--- src/rtl/filter_pkg.sv ---
// Shared definitions for the shared 4-tap weighted-average filter controller.
// Build option: define SATURATE_EN to clamp results instead of wrapping.
package filter_pkg;

    // Controller states; the encoding is fixed so it can be probed externally.
    typedef enum logic [1:0] {
        IDLE = 2'd0,
        CALC = 2'd1,
        OUT  = 2'd2
    } state_t;

    // Right-shift applied to each tap: y = x0 + x1/2 + x2/4 + x3/8.
    localparam int TAP_SH0 = 0;
    localparam int TAP_SH1 = 1;
    localparam int TAP_SH2 = 2;
    localparam int TAP_SH3 = 3;

    // Default sample/result width.
    localparam int DEFAULT_DW = 8;

endpackage

--- src/rtl/filter_tap_sum.sv ---
// Combinational 4-tap weighted sum. Each tap is floor-shifted on its own
// before summing; the sum is formed two bits wider than a sample.
// Build option: SATURATE_EN clamps to all-ones, otherwise the low DW bits wrap.
module filter_tap_sum
    import filter_pkg::*;
#(
    parameter int DW = DEFAULT_DW
)(
    input  logic [DW-1:0] x0,
    input  logic [DW-1:0] x1,
    input  logic [DW-1:0] x2,
    input  logic [DW-1:0] x3,
    output logic [DW-1:0] y
);

    localparam int SW = DW + 2;

    function automatic logic [SW-1:0] tap_total(
        input logic [DW-1:0] a0,
        input logic [DW-1:0] a1,
        input logic [DW-1:0] a2,
        input logic [DW-1:0] a3
    );
        return (SW'(a0) >> TAP_SH0) + (SW'(a1) >> TAP_SH1)
             + (SW'(a2) >> TAP_SH2) + (SW'(a3) >> TAP_SH3);
    endfunction

`ifdef SATURATE_EN
    logic [SW-1:0] sum;

    // Clamp the wide sum to the largest representable result.
    always_comb begin
        sum = tap_total(x0, x1, x2, x3);
        y   = (sum > SW'({DW{1'b1}})) ? {DW{1'b1}} : sum[DW-1:0];
    end
`else
    // Keep only the low DW bits of the wide sum (modulo wrap).
    always_comb begin
        y = DW'(tap_total(x0, x1, x2, x3));
    end
`endif

endmodule

--- src/rtl/filter_share_ctrl.sv ---
// Shares one filter_tap_sum datapath across NUM_CH sample channels.
// Round-robin arbiter, per-channel 3-deep history and the IDLE/CALC/OUT FSM.
// Build option: SATURATE_EN (handled inside filter_tap_sum).
module filter_share_ctrl
    import filter_pkg::*;
#(
    parameter  int NUM_CH = 4,
    parameter  int DW     = DEFAULT_DW,
    localparam int CHW    = $clog2(NUM_CH)
)(
    input  logic                 clk,
    input  logic                 rst_n,
    input  logic [NUM_CH-1:0]    ch_req,
    input  logic [NUM_CH*DW-1:0] ch_data,
    output logic [NUM_CH-1:0]    ch_gnt,
    input  logic                 flush,
    output logic                 out_valid,
    input  logic                 out_ready,
    output logic [DW-1:0]        out_data,
    output logic [CHW-1:0]       out_ch,
    output logic                 busy
);

    localparam logic [CHW:0] NCH = (CHW+1)'(NUM_CH);

    state_t          state;
    logic [CHW-1:0]  rr_ptr;
    logic [CHW-1:0]  sel;
    logic [DW-1:0]   x0;
    logic            flush_pend;
    // hist[c][0..2] hold x1..x3 of channel c (most recent first).
    logic [DW-1:0]   hist [NUM_CH][3];

    logic [DW-1:0]   samp [NUM_CH];
    logic            gnt_found;
    logic [CHW-1:0]  gnt_idx;
    logic            grant_ok;
    logic [DW-1:0]   tap_y;

    // Unpack the flat sample bus into one word per channel.
    always_comb begin
        for (int i = 0; i < NUM_CH; i++) begin
            samp[i] = ch_data[i*DW +: DW];
        end
    end

    // Find the first requester at or above rr_ptr, wrapping past NUM_CH-1.
    // NOTE: every variable assigned in this block gets a default first, so no latch is inferred.
    always_comb begin
        logic [CHW:0] pos;
        gnt_found = 1'b0;
        gnt_idx   = '0;
        pos       = '0;
        for (int i = 0; i < NUM_CH; i++) begin
            pos = {1'b0, rr_ptr} + (CHW+1)'(i);
            if (pos >= NCH) pos = pos - NCH;
            if (!gnt_found && ch_req[pos[CHW-1:0]]) begin
                gnt_found = 1'b1;
                gnt_idx   = pos[CHW-1:0];
            end
        end
    end

    // Grants are only offered in IDLE and never in a cycle that clears histories.
    assign grant_ok = (state == IDLE) && !flush && !flush_pend;

    // One-hot grant decode of the arbiter choice.
    always_comb begin
        ch_gnt = '0;
        if (grant_ok && gnt_found) ch_gnt[gnt_idx] = 1'b1;
    end

    assign busy = (state != IDLE);

    filter_tap_sum #(.DW(DW)) u_tap_sum (
        .x0 (x0),
        .x1 (hist[sel][0]),
        .x2 (hist[sel][1]),
        .x3 (hist[sel][2]),
        .y  (tap_y)
    );

    // Controller FSM with registered result port, history update and flush handling.
    // NOTE: the history array is reset explicitly because a cleared history is part of the reset behaviour.
    always_ff @(posedge clk or negedge rst_n) begin
        if (!rst_n) begin
            state      <= IDLE;
            rr_ptr     <= '0;
            sel        <= '0;
            x0         <= '0;
            flush_pend <= 1'b0;
            out_valid  <= 1'b0;
            out_data   <= '0;
            out_ch     <= '0;
            for (int c = 0; c < NUM_CH; c++) begin
                for (int k = 0; k < 3; k++) hist[c][k] <= '0;
            end
        end else begin
            // NOTE: all state here uses non-blocking assignments so every register updates from pre-edge values.
            case (state)
                IDLE: begin
                    if (flush || flush_pend) begin
                        flush_pend <= 1'b0;
                        for (int c = 0; c < NUM_CH; c++) begin
                            for (int k = 0; k < 3; k++) hist[c][k] <= '0;
                        end
                    end else if (gnt_found) begin
                        x0     <= samp[gnt_idx];
                        sel    <= gnt_idx;
                        rr_ptr <= (gnt_idx == CHW'(NUM_CH - 1)) ? '0 : gnt_idx + 1'b1;
                        state  <= CALC;
                    end
                end
                CALC: begin
                    if (flush) flush_pend <= 1'b1;
                    out_data     <= tap_y;
                    out_ch       <= sel;
                    out_valid    <= 1'b1;
                    hist[sel][0] <= x0;
                    hist[sel][1] <= hist[sel][0];
                    hist[sel][2] <= hist[sel][1];
                    state        <= OUT;
                end
                OUT: begin
                    if (flush) flush_pend <= 1'b1;
                    if (out_ready) begin
                        out_valid <= 1'b0;
                        state     <= IDLE;
                    end
                end
                default: state <= IDLE;
            endcase
        end
    end

endmodule
--- config.mk ---
export PLATFORM = sky130hd
export DESIGN_NAME = filter_share_ctrl
export DESIGN_NICKNAME = d
export VERILOG_FILES = /design/src/rtl/filter_pkg.sv /design/src/rtl/filter_tap_sum.sv /design/src/rtl/filter_share_ctrl.sv
export SDC_FILE = /design/constraint.sdc
export NUM_CORES = 1
export LEC_CHECK = 0
export BUFFER_PORTS_ARGS = -buffer_cell sky130_fd_sc_hd__buf_2
export CAP_MARGIN = 10
export CORE_ASPECT_RATIO = 0.75
export CORE_MARGIN = 3
export CORE_UTILIZATION = 33
export CTS_CLUSTER_DIAMETER = 150
export CTS_CLUSTER_SIZE = 12
export DETAILED_ROUTE_END_ITERATION = 8
export PLACE_DENSITY_LB_ADDON = 0.05
export SYNTH_ARGS = -nofsm -noshare
export SYNTH_HDL_FRONTEND = slang
export SYNTH_SLANG_ARGS = --single-unit
export TNS_END_PERCENT = 30
--- constraint.sdc ---
create_clock -name clk -period 4.8 [get_ports clk]
set_input_delay 0.24 -clock clk [delete_from_list [all_inputs] [get_ports clk]]
set_output_delay 0.24 -clock clk [all_outputs]
set_load 0.02 [all_outputs]
==> flow_metrics.env, run 1 <==
export IMPL_synth_compound_area_share_pct=19.9
export IMPL_total_power_mw=3.41
export IMPL_synthAdderAreaFrac_pct=8.52
export IMPL_area_growth_pct=13.5
export IMPL_leakage_nw=2.78
export IMPL_drc=0
export IMPL_setup_violations=0
export IMPL_skew_ns=0.00661
export IMPL_overflow=0
export IMPL_wl_um=14300
export IMPL_drive_above_1_share_pct=23.5
export IMPL_synth_xor_area_share_pct=0.670
export IMPL_drv_cap=0
export IMPL_grt_setup_unrepaired="no"
export IMPL_grt_max_degree=55
export IMPL_hp_class="in -> reg"
export IMPL_antenna_cells=0
export IMPL_die_w_um=151
export IMPL_synthCells=425
export IMPL_hold_viol=0
export IMPL_crit_chain="buf_4 > mux4_2 > inv_1 > fa_1 > inv_1 > fa_1 > ha_1 > inv_1 > fa_1 > nor2b_1 > o31a_1 > o21a_1 > or4_1 > nand3_1"
export IMPL_fin_setup_tns_ns=0
export IMPL_wl_per_cell_um=20.9
export IMPL_cts_root_buf="clkbuf_16"
export IMPL_layout_nets=542
export IMPL_num_vias=3622
export IMPL_cp_max_fo=9
export IMPL_antenna_left=0
export IMPL_ys_ff_latch=98
export IMPL_cts_buffer_depth=2
export IMPL_ys_warn_count=0
export IMPL_initial_utilization_pct=34.0
export IMPL_clk_pin_slew_ns=0.07
export IMPL_row_count=39
export IMPL_worst_ep_arrival_time_ns=4.49
export IMPL_syn_nets=494
export IMPL_final_common_cell="dfrtp_1"
export IMPL_post_route_period_util_pct=87.6
export IMPL_placed_area_um2=5650
export IMPL_finalCriticalPeriod_ns=4.20
export IMPL_fmax_mhz=238
export IMPL_synth_area_um2=5230
export IMPL_dp_hpwl_um=9920
export IMPL_final_cell_mix="dfrtp_1 (98), a22o_1 (70), buf_2 (54), inv_1 (37), nand2_1 (20)"
export IMPL_antenna_found_initial=0
export IMPL_cts_tree="yes"
export IMPL_die_y_um=115
export IMPL_muxShareOfSynthArea_pct=11.0
export IMPL_io_pins=56
export IMPL_synth_edf_count=0
export IMPL_crit_path_top_delay_cell="dfrtp_1"
export IMPL_h_tree_depth=3
export IMPL_outcome="finished, final reports clean"
export IMPL_grt_busiest_layer="met1"
export IMPL_placed_cells=666
export IMPL_gr_usage_all_layers_pct=17.6
export IMPL_grt_util_met2_pct=24.7
export IMPL_relSlewSlack_pct=24.1
export IMPL_slew_violations=0
export IMPL_fp_coreArea_um2=15400
export IMPL_port_buffers=55
export IMPL_path_class="reg -> reg"
export IMPL_p_per_area_nw_per_um2=574
export IMPL_cts_buffers=9
export IMPL_synth_flop_cell="dfrtp_1"
export IMPL_design_area_um2=5930
export IMPL_grt_pass1_vias=3826
export IMPL_max_stage_delay_ns=0.68
export IMPL_startpoint_type="flip-flop"
export IMPL_die_area_um2=17400
export IMPL_grt_pass1_wl_um=23000
export IMPL_drt_pass1_iterations=4
export IMPL_met1_usage_pct=28.1
export IMPL_synth_top_family_by_area="compound AO/OA/AOI/OAI gates"
export IMPL_async_flop_share_pct=100
export IMPL_viasPerCell=5.31
export IMPL_cp_end_kind="flip-flop"
export IMPL_vdd_drop_max_mv=0.250
export IMPL_avgSynthCellArea_um2=12.3
export IMPL_grtUsageMet3_pct=3.43
export IMPL_clkLatencyLatePin_ns=0.35
export IMPL_drtIter0Drc=264
export IMPL_cts_sinks=98
export IMPL_final_cells=682
export IMPL_whs_ns=0.0932
export IMPL_synth_simple_area_share_pct=6.94
export IMPL_yosysSeqAreaShare_pct=46.9
export IMPL_tightest_slew_ns=1.14
export IMPL_gp_congestion=0.781
export IMPL_synthDistinctLibCells=51
export IMPL_worstPathRequired_ns=5.09
[what timing repair did]
| action | in CTS | in global routing |
|---|---|---|
| hold buffers | 1 | 0 |
| gates resized for setup | 0 | 0 |
| setup buffers | 0 | 0 |
| endpoints found under the hold margin | 53 | 0 |
[power breakdown]
group	internal, mW	switching (mW)
sequential	0.998	0.192
clock	0.354	0.339
combinational	0.553	0.969
[critical path: cells and delay by family (launching register included)]
kind | cells | cell delay [ns]
muxes | 1 | 0.58
AOI/OAI and AO/OA | 2 | 0.43
adders and majority gates | 4 | 1.27
DFF | 1 | 0.68
and+or+nand+nor | 3 | 0.63
buffers and inverters | 4 | 0.55
[worst paths after layout]
path / start / to / slack [ns] / depth (start not counted)
worst max-delay path: sel[0] / out_data[7] / 0.60 / 14
worst min-delay path: out_ready / out_valid / 0.09 / 2
worst max register to register: sel[0] / out_data[7] / 0.60 / 14
worst min register to register: out_data[5] / out_data[5] / 0.48 / 1
max in group asynchronous: rst_n / flush_pend / 3.27 / 3
min in group asynchronous: rst_n / hist[95] / 0.46 / 2
[flip-flops by register name, indices dropped and copies added, names as in the netlist]
register / flops
hist: 72
out_ch: 2
state: 2
rr_ptr: 2
x0: 8
out_data: 8
flush_pend: 1
sel: 2
out_valid: 1
[routing by layer]
layer  vias to the layer above  share of wire [%]  routed length, um
met1                      1854                 52               7420
li1                       1676                  -                  -
met3                        10                4.7                666
met2                        82                 42               6060
met4                         0               0.89                127
met5                         -                  0                  0
[area by class of cell]
class	count	area (um^2)
Clock buffer	9	225
Fill cell	1513	9440
Inverter	39	146
Timing Repair Buffer	64	348
Sequential cell	98	2450
Tap cell	205	256
Clock inverter	6	48.8
Multi-Input combinational cell	261	2460
[stage by stage]
step           utilization (%)  worst slack [ns]
4_1_cts                   38.6             0.558
5_1_grt                   38.6             0.302
6_report                  38.6             0.596
3_5_place_dp              36.8             0.593
3_3_place_gp              36.8             0.695
2_1_floorplan                -             0.902
[cell usage after synthesis (6+ instances only)]
cell type	number	share of area, %
nand4_1	8	0.96
buf_2	13	1.2
o21ai_0	8	0.77
inv_1	37	2.7
buf_4	9	1.3
mux2i_1	10	1.9
mux4_2	18	7.8
fa_1	11	4.2
a22o_1	70	12
o31ai_1	9	1.3
ha_1	18	4.3
nand2_1	20	1.4
mux2_2	6	1.3
nor2_1	9	0.65
a211o_1	8	1.3
dfrtp_1	98	47
[cell families after synthesis]
family,Yosys count
AOI/OAI and AO/OA,129
DFF,98
buffers and inverters,66
and+or+nand+nor,65
muxes,34
adders and majority gates,29
xor gates and xnor gates,4
Note: power is estimated with default switching activity, not from simulation.
==> inputs of run 2 (changes only) <==
- CORE_UTILIZATION: 33 -> 60
- SYNTH_HIERARCHICAL: unset -> 1
==> run 2 against run 1 <==
The flow now finishes with violations (negative hold slack). Core utilization grew 33 points. Final area down 2.4%. Clock skew about the same. Worst hold slack got worse by 0.10 ns. Flip-flop and latch count stayed put. Sequential share of layout area rose by 1.0 points. Final cell count down 18%. Worst setup slack better by 0.21 ns. Area after synthesis is 1.3% lower. Via count shrank 0.69%. Synthesized cell count decreased by 4.2%. Critical endpoint unchanged.
==> flow_metrics.env, run 2 <==
export IMPL_worstPathRequired_ns=5.04
export IMPL_num_vias=3597
export IMPL_cp_end_kind="flip-flop"
export IMPL_cts_buffers=9
export IMPL_cts_setup_buffers=0
export IMPL_wl_per_cell_um=21.6
export IMPL_final_cell_mix="dfrtp_1 (98), a22o_1 (72), buf_2 (54), inv_1 (38)"
export IMPL_drtIter0Drc=300
export IMPL_placed_area_um2=5440
export IMPL_tightest_slew_ns=1.09
export IMPL_drc=0
export IMPL_final_cells=559
export IMPL_synthCells=407
export IMPL_h_tree_depth=3
export IMPL_cts_resized=0
export IMPL_cp_max_fo=20
export IMPL_drt_pass1_iterations=5
export IMPL_cts_root_buf="clkbuf_16"
export IMPL_initial_utilization_pct=63.5
export IMPL_design_area_um2=5790
export IMPL_setup_violations=0
export IMPL_fmax_mhz=251
export IMPL_fp_coreArea_um2=8130
export IMPL_clkLatencyLatePin_ns=0.35
export IMPL_cts_tree="yes"
export IMPL_hp_class="in -> async"
export IMPL_gp_congestion=0.780
export IMPL_grt_pass1_vias=3681
export IMPL_overflow=0
export IMPL_die_area_um2=9760
export IMPL_clk_pin_slew_ns=0.06
export IMPL_ys_warn_count=6
export IMPL_cts_buffer_depth=2
export IMPL_slew_violations=0
export IMPL_crit_family="adder cells"
export IMPL_row_count=28
export IMPL_vdd_drop_max_mv=0.574
export IMPL_whs_ns=-0.0104
export IMPL_crit_path_top_delay_cell="dfrtp_1"
export IMPL_post_route_period_util_pct=83.2
export IMPL_drive_above_1_share_pct=29.3
export IMPL_path_class="reg -> reg"
export IMPL_cts_hold_buffers=0
export IMPL_top_regs="hist (72), out_data (8), x0 (8)"
export IMPL_antenna_left=0
export IMPL_placed_cells=543
export IMPL_crit_chain="mux4_2 > inv_1 > fa_1 > inv_1 > fa_1 > ha_1 > inv_1 > fa_1 > nor2b_4 > o31a_1 > o22ai_2 > xnor2_1 > mux2_2"
export IMPL_p_per_area_nw_per_um2=751
export IMPL_antenna_cells=0
export IMPL_grt_max_degree=68
export IMPL_skew_ns=0.00661
export IMPL_antenna_found_initial=0
export IMPL_hold_viol=13
export IMPL_die_w_um=113
export IMPL_area_growth_pct=12.2
export IMPL_outcome="finished with violations"
export IMPL_worst_ep_arrival_time_ns=4.23
export IMPL_grt_setup_unrepaired="no"
export IMPL_dp_hpwl_um=7990
export IMPL_leakage_nw=2.78
export IMPL_max_stage_delay_ns=0.85
export IMPL_finalCriticalPeriod_ns=3.99
export IMPL_drv_cap=0
export IMPL_die_y_um=86.3
export IMPL_layout_nets=515
export IMPL_fin_setup_tns_ns=0
export IMPL_viasPerCell=6.43
export IMPL_cts_sinks=98
export IMPL_violations="negative hold slack"
export IMPL_largest_reg_flops=72
export IMPL_avgSynthCellArea_um2=12.7
export IMPL_startpoint_type="flip-flop"
export IMPL_postLayoutCoreUtil_pct=71.3
export IMPL_io_pins=56
export IMPL_synth_area_um2=5160
export IMPL_syn_nets=473
export IMPL_relSlewSlack_pct=27.6
export IMPL_final_common_cell="dfrtp_1"
export IMPL_port_buffers=55
export IMPL_grt_pass1_wl_um=19900
export IMPL_top_register="hist"
export IMPL_gr_usage_all_layers_pct=26.6
export IMPL_crit_buf_inv=3
export IMPL_wl_um=12100
[run 2: area by class of cell]
type                            count  area, um^2
Timing Repair Buffer               61         323
Sequential cell                    98        2450
Clock buffer                        9         225
Fill cell                         545        2340
Multi-Input combinational cell    240        2390
Clock inverter                      7         124
Tap cell                          105         131
Inverter                           39         146
[run 2: report_power, final]
part	total (mW)	internal (mW)	switching, mW
Clock	0.833	0.514	0.319
Combinational	2.20	0.944	1.26
Sequential	1.31	1.09	0.228
[run 2: path summary, 6_finish.rpt]
kind                       startpoint           to  slack (ns)  depth (start not counted)
setup reg to reg               sel[1]  out_data[7]        0.81                         13
setup / recovery               sel[1]  out_data[7]        0.81                         13
hold reg to reg              hist[47]     hist[47]        0.49                          1
max in group asynchronous       rst_n     hist[47]        3.86                          2
hold / removal                  rst_n      hist[6]       -0.01                          1
min in group clk            out_ready    out_valid        0.11                          2
[run 2: stage by stage]
step           setup WS [ns]  hold WS (ns)  power, mW
5_1_grt                0.584        0.0579       4.63
3_3_place_gp           0.956         0.384       3.41
4_1_cts                0.849        0.0217       4.33
3_5_place_dp           0.851         0.396       3.49
2_1_floorplan           1.20       -0.0556       2.92
6_report               0.808       -0.0104       4.35
[run 2: metal layers]
layer  track usage, %  wire length (um)
met5                0                 0
met4             6.77               150
met3             6.28               883
met2             39.9              5330
met1             39.8              5720
